File: src/rtl/txtlcd_pkg.sv
// Shared definitions for the text-LCD character buffer.
// Holds the buffer FSM state type and the control/fill character codes.
package txtlcd_pkg;

  typedef enum logic {
    ST_CLEAR = 1'b0,
    ST_IDLE  = 1'b1
  } state_t;

  localparam logic [7:0] CHR_LF    = 8'h0A;
  localparam logic [7:0] CHR_FF    = 8'h0C;
  localparam logic [7:0] CHR_CR    = 8'h0D;
  localparam logic [7:0] CHR_SPACE = 8'h20;

endpackage

File: src/rtl/txtlcd_ram.sv
// Character cell memory: DEPTH x 8, one synchronous write port and one
// asynchronous read port. Reads beyond DEPTH return a space. A read of the
// address being written returns the old content until the clock edge.
// Ports:
//   clk   - write clock (rising edge)
//   we    - write enable
//   waddr - write address
//   wdata - write data
//   raddr - read address
//   rdata - read data (combinational)
module txtlcd_ram
  import txtlcd_pkg::*;
#(
  parameter int DEPTH     = 80,
  parameter int ADDR_BITS = 7
) (
  input  logic                 clk,
  input  logic                 we,
  input  logic [ADDR_BITS-1:0] waddr,
  input  logic [7:0]           wdata,
  input  logic [ADDR_BITS-1:0] raddr,
  output logic [7:0]           rdata
);

  logic [7:0] mem [DEPTH];

  always_ff @(posedge clk) begin
    if (we) begin
      mem[waddr] <= wdata;
    end
  end

  always_comb begin
    rdata = CHR_SPACE;
    if (int'(raddr) < DEPTH) begin
      rdata = mem[raddr];
    end
  end

endmodule

File: src/rtl/txtlcd_textbuf.sv
// Text buffer between a character producer and a text LCD controller.
// Printable codes are written at the cursor, LF/CR move the cursor, FF
// sweeps the whole buffer to spaces. The LCD controller reads cells
// combinationally and gets a one-cycle update pulse after each change.
// Ports:
//   in_clk         - clock (rising edge)
//   in_rst         - asynchronous active-high reset
//   in_char        - character / control code
//   in_char_valid  - in_char is valid
//   out_char_ready - character accepted this cycle (IDLE only)
//   in_mem_addr    - controller read address
//   out_mem_word   - character at in_mem_addr
//   out_update     - one-cycle refresh request
//   out_cursor     - current write address
module txtlcd_textbuf
  import txtlcd_pkg::*;
#(
  parameter int LCD_SIZE  = 80,
  parameter int LCD_COLS  = 20,
  parameter int ADDR_BITS = 7
) (
  input  logic                 in_clk,
  input  logic                 in_rst,
  input  logic [7:0]           in_char,
  input  logic                 in_char_valid,
  output logic                 out_char_ready,
  input  logic [ADDR_BITS-1:0] in_mem_addr,
  output logic [7:0]           out_mem_word,
  output logic                 out_update,
  output logic [ADDR_BITS-1:0] out_cursor
);

  localparam int LCD_ROWS = LCD_SIZE / LCD_COLS;

  state_t                 state_q, state_d;
  logic [ADDR_BITS-1:0]   clr_addr_q;
  logic [ADDR_BITS-1:0]   row_q, col_q;
  logic [ADDR_BITS-1:0]   row_next;
  logic [ADDR_BITS-1:0]   cursor;
  logic                   update_q;
  logic                   clr_last;
  logic                   accept;
  logic                   we;
  logic [ADDR_BITS-1:0]   waddr;
  logic [7:0]             wdata;

  // Cursor is kept as row/column so LF/CR never need a divide.
  assign cursor   = ADDR_BITS'(int'(row_q) * LCD_COLS + int'(col_q));
  assign row_next = (row_q == ADDR_BITS'(LCD_ROWS - 1)) ? '0 : row_q + 1'b1;
  assign clr_last = (clr_addr_q == ADDR_BITS'(LCD_SIZE - 1));

  assign out_char_ready = (state_q == ST_IDLE);
  assign out_update     = update_q;
  assign out_cursor     = cursor;

  always_comb begin
    state_d = state_q;
    accept  = 1'b0;
    we      = 1'b0;
    waddr   = clr_addr_q;
    wdata   = CHR_SPACE;
    case (state_q)
      ST_CLEAR: begin
        we = 1'b1;
        if (clr_last) begin
          state_d = ST_IDLE;
        end
      end
      ST_IDLE: begin
        accept = in_char_valid;
        if (accept) begin
          case (in_char)
            CHR_FF:         state_d = ST_CLEAR;
            CHR_LF, CHR_CR: ;
            default: begin
              we    = 1'b1;
              waddr = cursor;
              wdata = in_char;
            end
          endcase
        end
      end
      default: state_d = ST_CLEAR;
    endcase
  end

  always_ff @(posedge in_clk or posedge in_rst) begin
    if (in_rst) begin
      state_q    <= ST_CLEAR;
      clr_addr_q <= '0;
      row_q      <= '0;
      col_q      <= '0;
      update_q   <= 1'b0;
    end else begin
      state_q  <= state_d;
      update_q <= 1'b0;
      if (state_q == ST_CLEAR) begin
        if (clr_last) begin
          clr_addr_q <= '0;
          update_q   <= 1'b1;
        end else begin
          clr_addr_q <= clr_addr_q + 1'b1;
        end
      end
      if (accept) begin
        case (in_char)
          CHR_FF: begin
            clr_addr_q <= '0;
            row_q      <= '0;
            col_q      <= '0;
          end
          CHR_LF: begin
            col_q    <= '0;
            row_q    <= row_next;
            update_q <= 1'b1;
          end
          CHR_CR: begin
            col_q    <= '0;
            update_q <= 1'b1;
          end
          default: begin
            if (col_q == ADDR_BITS'(LCD_COLS - 1)) begin
              col_q <= '0;
              row_q <= row_next;
            end else begin
              col_q <= col_q + 1'b1;
            end
            update_q <= 1'b1;
          end
        endcase
      end
    end
  end

  txtlcd_ram #(
    .DEPTH    (LCD_SIZE),
    .ADDR_BITS(ADDR_BITS)
  ) u_ram (
    .clk  (in_clk),
    .we   (we),
    .waddr(waddr),
    .wdata(wdata),
    .raddr(in_mem_addr),
    .rdata(out_mem_word)
  );

endmodule

File: config.mk
export PLATFORM = sky130hd
export DESIGN_NAME = txtlcd_textbuf
export DESIGN_NICKNAME = d
export VERILOG_FILES = /design/src/rtl/txtlcd_pkg.sv /design/src/rtl/txtlcd_ram.sv /design/src/rtl/txtlcd_textbuf.sv
export SDC_FILE = /design/constraint.sdc
export NUM_CORES = 1
export LEC_CHECK = 0
export ABC_AREA = 1
export BUFFER_PORTS_ARGS = -buffer_cell sky130_fd_sc_hd__buf_2
export CORE_MARGIN = 1
export CORE_UTILIZATION = 45
export DETAILED_ROUTE_END_ITERATION = 10
export SYNTH_ARGS = -nofsm -noshare
export SYNTH_HDL_FRONTEND = slang
export SYNTH_HIERARCHICAL = 1
export SYNTH_SLANG_ARGS = --single-unit
File: constraint.sdc
create_clock -name in_clk -period 5.63 [get_ports in_clk]
set_clock_uncertainty 0.1 [all_clocks]
set_input_delay 0.2815 -clock in_clk [delete_from_list [all_inputs] [get_ports in_clk]]
set_output_delay 0.2815 -clock in_clk [all_outputs]
set_load 0.02 [all_outputs]
=== After elaboration in Yosys (flattened, before gate mapping) ===
Memory sizes are Yosys's and may differ from the RTL's.
Cells that the tools add are included.

* Memories kept: 1
* Bits of input ports: 18
* Output and inout bits: 17
* Register bits: 23
* Logic and storage cells: 52
* Bits in writable memories: 640

* $mul: 1
* Reduce and logical (&&, ||, !) cells: 3
* Muxes and demuxes: 29
* Bitwise logic cells: 2
* Order comparisons: 1
* Add/sub/neg operators: 4
* Eq/ne operators: 6

{| class="wikitable"
|+ Memory list
! name !! words !! width !! rd ports !! clocked after Yosys merged registers in !! wr ports !! RTL line !! text
|-
| u_ram.mem || 80 || 8 || 1 || 0 || 1 || txtlcd_ram.sv:25 || <nowiki>logic [7:0] mem [DEPTH];</nowiki>
|}

{| class="wikitable"
|+ Operators with widths
! kind !! number
|-
| two-way mux 7 bit || 11
|-
| two-way mux 8 bit || 4
|-
| == test 8 x 4 -> 1 bit, second input constant || 3
|-
| adder 7 x 1 -> 7 bit, second input constant || 3
|-
| case mux 7 bit (3 select lines) || 1
|-
| two-way mux 1 bit || 11
|-
| adder 7 bit || 1
|-
| == test 7 x 2 -> 1 bit, second input constant || 1
|-
| == test 7 x 5 -> 1 bit, second input constant || 1
|-
| == test 7 bit, second input constant || 1
|-
| less-than comparator 7 bit, second input constant || 1
|-
| multiplier 7 x 3 -> 5 bit, second input constant || 1
|-
| case mux 1 bit (2 select lines) || 2
|-
| AND reduction 3 bit || 1
|-
| nonzero test 3 bit || 1
|-
| OR reduction 3 bit || 1
|-
| NOT 1 bit || 2
|}

=== Depth between registers and ports, before layout ===
* Word-level depth: 7
* Gate-level depth with buffers: 15
* Gate-level depth less buffers: 15

=== Modules after synthesis ===
Netlist, hierarchy kept.

{| class="wikitable"
|+ By module, submodules not included
! module !! times used !! sequential area each (um^2) !! area an instance (um^2) !! cells an instance
|-
| txtlcd_ram || 1 || 19218.4 || 26885.8 || 2401
|-
| txtlcd_textbuf || 1 || 575.6 || 1861.8 || 278
|}

=== Worst setup path after synthesis ===
Ideal clock, no wire load.

* Kind: input-to-reg
* Start: input in_char[7]
* End: memory u_ram.mem[0][0], data pin
* Path slack: 2111 ps
* Buffers on the path: 1
* Setup time: 577 ps
* Stages: 7
* Data required time: 4953 ps
* Data arrival time: 2842 ps
* Cell sequence: nor2_1 nand2_1 nor2_4 nor2_4 nand3_4 buf_8 nor2_1

* Word-level cells in the longest chain between the ends: 5
* Elaborated cells on any way between the ends: 7
* Classes of those cells: eq/ne (3); mux (3); reduce/logical (1)

{| class="wikitable"
|+ Ends and longest elaborated chain
! item !! RTL line !! text
|-
| from (decl) || txtlcd_textbuf.sv:24 || <nowiki>input logic [7:0] in_char,</nowiki>
|-
| == test 8 x 4 -> 1 bit || txtlcd_textbuf.sv:72 || <nowiki>case (in_char)</nowiki>
|-
| OR reduction 3 bit (no source line) * || -- ||
|-
| two-way mux 8 bit * || txtlcd_textbuf.sv:72 ||
|-
| two-way mux 8 bit * || txtlcd_textbuf.sv:71 || <nowiki>if (accept) begin</nowiki>
|-
| two-way mux 8 bit * || txtlcd_textbuf.sv:62 || <nowiki>case (state_q)</nowiki>
|-
| net wdata[0] || txtlcd_textbuf.sv:45 || <nowiki>logic [7:0] wdata;</nowiki>
|-
| to (decl) || txtlcd_ram.sv:25 ||
|}

The timed path passes the listed nets; every way through them passes the cells marked *.

=== Final worst setup path ===
* Start: register row_q[1]
* End: memory u_ram.mem[30][4] (enable)

* Word-level cells in the longest chain between the ends: 5

{| class="wikitable"
|+ Ends and longest elaborated chain
! item !! RTL line !! text
|-
| from (decl) || txtlcd_textbuf.sv:37 || <nowiki>logic [ADDR_BITS-1:0] row_q, col_q;</nowiki>
|-
| from (signal assigned) || txtlcd_textbuf.sv:114 || <nowiki>row_q <= row_next;</nowiki>
|-
| from (signal assigned) || txtlcd_textbuf.sv:124 || <nowiki>row_q <= row_next;</nowiki>
|-
| multiplier 7 x 3 -> 5 bit || txtlcd_textbuf.sv:48 || <nowiki>assign cursor = ADDR_BITS'(int'(row_q) * LCD_COLS + int'(col_q));</nowiki>
|-
| adder 7 bit || txtlcd_textbuf.sv:48 ||
|-
| two-way mux 7 bit || txtlcd_textbuf.sv:72 ||
|-
| two-way mux 7 bit || txtlcd_textbuf.sv:71 ||
|-
| two-way mux 7 bit || txtlcd_textbuf.sv:62 ||
|-
| net waddr[6] || txtlcd_textbuf.sv:44 || <nowiki>logic [ADDR_BITS-1:0] waddr;</nowiki>
|}

The timed path passes the listed nets, and every way through them passes these cells.

==> Flow_metrics.wiki <==
{| class="wikitable"
! Metric !! Value
|-
| Run status || finished, final reports clean
|-
| Area share of the largest cell type after synthesis || 0.669
|-
| Commonest non-fill, non-tap cell in the layout || sky130_fd_sc_hd__nand2_1
|-
| Worst reg2reg path endpoint || u_ram/mem[30][4]
|-
| Reg2Reg Depth || 14
|-
| Final setup fails || 0
|-
| Initial antenna violation count || 1
|-
| Cell depth of the worst hold path || 3
|-
| Syn Nets || 2,709
|-
| Post-detailed-routing wire length || 73,900 um
|-
| Starting density of the core || 0.456
|-
| Worst setup slack for register-to-register paths || 1.44 ns
|-
| MaxCap Viol Count || 0
|-
| Type of origin of the critical path || flop
|-
| Global-route congestion overflow total || 0
|-
| Async set-reset flop share out of synthesis || 0.0347
|-
| Slowest cell delay on critical path || 0.68 ns
|-
| Layout cells sized above 1 || 0.0678
|-
| Area of the placeable core || 63,100 um^2
|-
| Global-route usage over all layers || 0.230
|-
| Fin crit share || 0.744
|-
| Fill count || 5,735
|-
| Detailed Route Iter0 Violations || 2,064
|-
| Buffer depth of the longest clock path || 3
|-
| CTS Root Buffer Type || sky130_fd_sc_hd__clkbuf_16
|-
| Hold Vio Cnt, Final || 0
|-
| Total leakage power || 0.0117 uW
|-
| Most frequent cells in the layout || 799 x sky130_fd_sc_hd__nand2_1, 640 x sky130_fd_sc_hd__edfxtp_1, 393 x sky130_fd_sc_hd__nand3_1
|-
| Biggest area contributors in the synthesized netlist || sky130_fd_sc_hd__edfxtp_1 67%, sky130_fd_sc_hd__nand2_1 10%, sky130_fd_sc_hd__nand3_1 6.8%, sky130_fd_sc_hd__nor2_1 4.0%, sky130_fd_sc_hd__inv_1 2.2%
|-
| Number of distinct standard cells referenced by the synthesized netlist || 36
|-
| Crit Path Max Fanout || 8
|-
| Rows || 92
|-
| Vias || 19,291
|-
| Area of the mapped netlist || 28,700 um^2
|-
| Maximum number of pins on one net before global-route repair || between 150 and 200
|-
| Number of antenna repair diodes || 0
|-
| Gate count of the mapped netlist || between 2,000 and 3,000
|-
| Clock tree from TritonCTS || built
|-
| Bufs and invs on worst path || 0
|-
| Register clock-pin slew on the reported worst setup and hold paths || roughly 0.060 ns
|-
| Worst hold path endpoint || u_ram/mem[56][6]
|-
| Setup repair after global routing missed its margin || false
|-
| Cell family contributing the most delay on the critical path || simple AND/OR/NAND/NOR gates
|-
| Worst skew pair latency || 0.59 ns
|-
| Worst endpoint required time || 5.75 ns
|-
| Worst rel slew slack || 0.208
|-
| Fraction of the yosys area taken by sequential cells || 0.689
|-
| Worst hold-check path type || in2reg
|-
| Mean routed wirelength per cell || 20.7 um
|-
| Most common cell on crit path || sky130_fd_sc_hd__nand2_1
|-
| Ratio of total power to cell area || 323 nW/um^2
|-
| Clock buffer count from CTS || 71
|-
| Overall die width || 255 um
|-
| Critical path start-end classification || reg2reg
|-
| Count of yosys warnings during synthesis || 6
|-
| Global-route wire length before repair || 110,000 um
|-
| Tightest Pin Transition || about 1.2 ns
|-
| I/O pin count || 35
|-
| H-tree depth || 3
|-
| Sum of negative setup slack || 0 ns
|-
| Number of DRC violations after detailed routing || 0
|-
| Via density || approximately 5.4
|-
| Largest vdd supply drop || 0.248 mV
|-
| Slowest CP cell || sky130_fd_sc_hd__nor2_1
|-
| Synthesized area per cell || between 10 and 15 um^2
|-
| Critical Path Sink Type || flop
|-
| Total Power Consumption || 10,200 uW
|-
| Count of input and output buffers || 34
|-
| Count of flip-flops with a built-in enable after synthesis || 640
|-
| Die span in y || 255 um
|-
| Arrival time at the worst endpoint || 4.31 ns
|-
| Post-layout minimum cycle time || 4.19 ns
|-
| Final Slew Violations || 0
|-
| Most common flop cell mapped by yosys || sky130_fd_sc_hd__edfxtp_1
|-
| Synth-to-Final Area Change || 10.2%
|-
| FMAX || 239 MHz
|-
| Post-DRT Antenna Nets || 0
|-
| Flop and latch count out of synthesis || 663
|-
| Die Footprint || 64,900 um^2
|-
| First drt pass iteration count || 6
|-
| R2R Path Start || row_q[1]
|-
| Post-CTS Setup Inserts || 0
|-
| Estimated wirelength of the detail-placed design || 44,000 um
|-
| Via count of the first global-routing pass || 18,920
|-
| Ordered list of cells on the worst path || ha_1 > ha_1 > ha_1 > a21oi_1 > nand2_1 > nand2_1 > nand2_1 > nand2_1 > nand2_1 > nand2_1 > nand2_1 > nor2_1 > nand3_1 > nor2_1
|-
| Layout Nets || 2,710
|-
| Clock tree sinks || 663
|-
| GPL Wtd Cong || 0.914
|-
| Synth area leader || sky130_fd_sc_hd__edfxtp_1
|-
| Startpoint of the tightest hold check path || in_char[6]
|}
-- power breakdown --
| part | internal [uW] | switching [uW] |
|---|---|---|
| Combinational | 140 | 363 |
| Sequential | 5330 | 3.12 |
| Clock | 2560 | 1830 |
-- cell type report --
| cell class | count | area, um^2 | share of cell area |
|---|---|---|---|
| repair buffers | 68 | 505 | 0.0160 |
| clock inverters | 29 | 234 | 0.00739 |
| inverters | 179 | 683 | 0.0216 |
| well taps | 846 | 1060 | 0.0334 |
| clock buffers | 92 | 1940 | 0.0613 |
| flip-flops and latches | 663 | 19800 | 0.625 |
| multi-input cells | 1697 | 7460 | 0.236 |
-- cells in the mapped netlist, types with 10 or more instances --
| cell | count |
|---|---|
| sky130_fd_sc_hd__a21oi_1 | 12 |
| sky130_fd_sc_hd__buf_2 | 61 |
| sky130_fd_sc_hd__buf_4 | 20 |
| sky130_fd_sc_hd__buf_6 | 23 |
| sky130_fd_sc_hd__clkbuf_1 | 28 |
| sky130_fd_sc_hd__dfrtp_1 | 23 |
| sky130_fd_sc_hd__edfxtp_1 | 640 |
| sky130_fd_sc_hd__ha_1 | 11 |
| sky130_fd_sc_hd__inv_1 | 171 |
| sky130_fd_sc_hd__nand2_1 | 800 |
| sky130_fd_sc_hd__nand3_1 | 393 |
| sky130_fd_sc_hd__nor2_1 | 308 |
| sky130_fd_sc_hd__nor3_1 | 11 |
| sky130_fd_sc_hd__o211ai_1 | 23 |
| sky130_fd_sc_hd__o21ai_0 | 85 |
| sky130_fd_sc_hd__o21ai_1 | 10 |
| sky130_fd_sc_hd__xor2_1 | 13 |
-- per-stage QoR --
stage | instance area [um^2] | setup WS, ns | instances | hold WS (ns) | util
floorplan | 28700 | 2.11 | 2679 | 0.183 | -
global placement | 29500 | 1.50 | 3451 | 0.417 | 0.467
detailed placement | 29500 | 1.41 | 3451 | 0.417 | 0.467
CTS | 31700 | 1.40 | 3574 | 0.0462 | 0.502
global route | 31700 | 1.10 | 3574 | 0.0665 | 0.502
finish | 31700 | 1.44 | 3574 | 0.0738 | 0.502
-- registers in the layout, indices dropped and copies added, names as in the netlist --
name	count
col_q	7
row_q	7
u_ram/mem	640
clr_addr_q	7
out_update	1
out_char_ready	1
-- how the worst max path moves through the flow --
stage	from	endpoint	slack [ns]	cells after the start
finish	row_q[1]	u_ram/mem[30][4]	1.44	14
global route	row_q[1]	u_ram/mem[31][2]	1.10	14
CTS	row_q[1]	u_ram/mem[30][4]	1.40	14
detailed placement	row_q[1]	u_ram/mem[30][2]	1.41	14
global placement	row_q[1]	u_ram/mem[30][0]	1.50	14
floorplan	in_char[7]	u_ram/mem[0][0]	2.11	7
-- layer usage --
layer / part of all wire / GRT usage
met5: 0.00018 / 0
met4: 0.030 / 0.0778
met3: 0.082 / 0.0513
met2: 0.46 / 0.370
met1: 0.42 / 0.308
-- worst reg2reg max path, stage by stage (launching register included) --
cell and delay [ns]:
sky130_fd_sc_hd__dfrtp_1 0.47, sky130_fd_sc_hd__ha_1 0.34, sky130_fd_sc_hd__ha_1 0.28, sky130_fd_sc_hd__ha_1 0.33, sky130_fd_sc_hd__a21oi_1 0.23, sky130_fd_sc_hd__nand2_1 0.07
sky130_fd_sc_hd__nand2_1 0.08, sky130_fd_sc_hd__nand2_1 0.05, sky130_fd_sc_hd__nand2_1 0.05, sky130_fd_sc_hd__nand2_1 0.06, sky130_fd_sc_hd__nand2_1 0.07, sky130_fd_sc_hd__nand2_1 0.16
sky130_fd_sc_hd__nor2_1 0.39, sky130_fd_sc_hd__nand3_1 0.45, sky130_fd_sc_hd__nor2_1 0.68
-- cell families after synthesis --
family,count (synthesis),share of synthesized area
simple gates,1532,0.221
compound gates,140,0.0275
fa+ha+maj,12,0.00548
xor+xnor,13,0.00396
flops,663,0.689
buf+inv,319,0.0540
-- what timing repair did --
action	in CTS	in global routing
setup endpoints to repair	0	0
hold endpoints to repair	27	0
resized for setup	0	0
hold buffers	2	0
No activity file was read; power rests on OpenSTA's default activity.
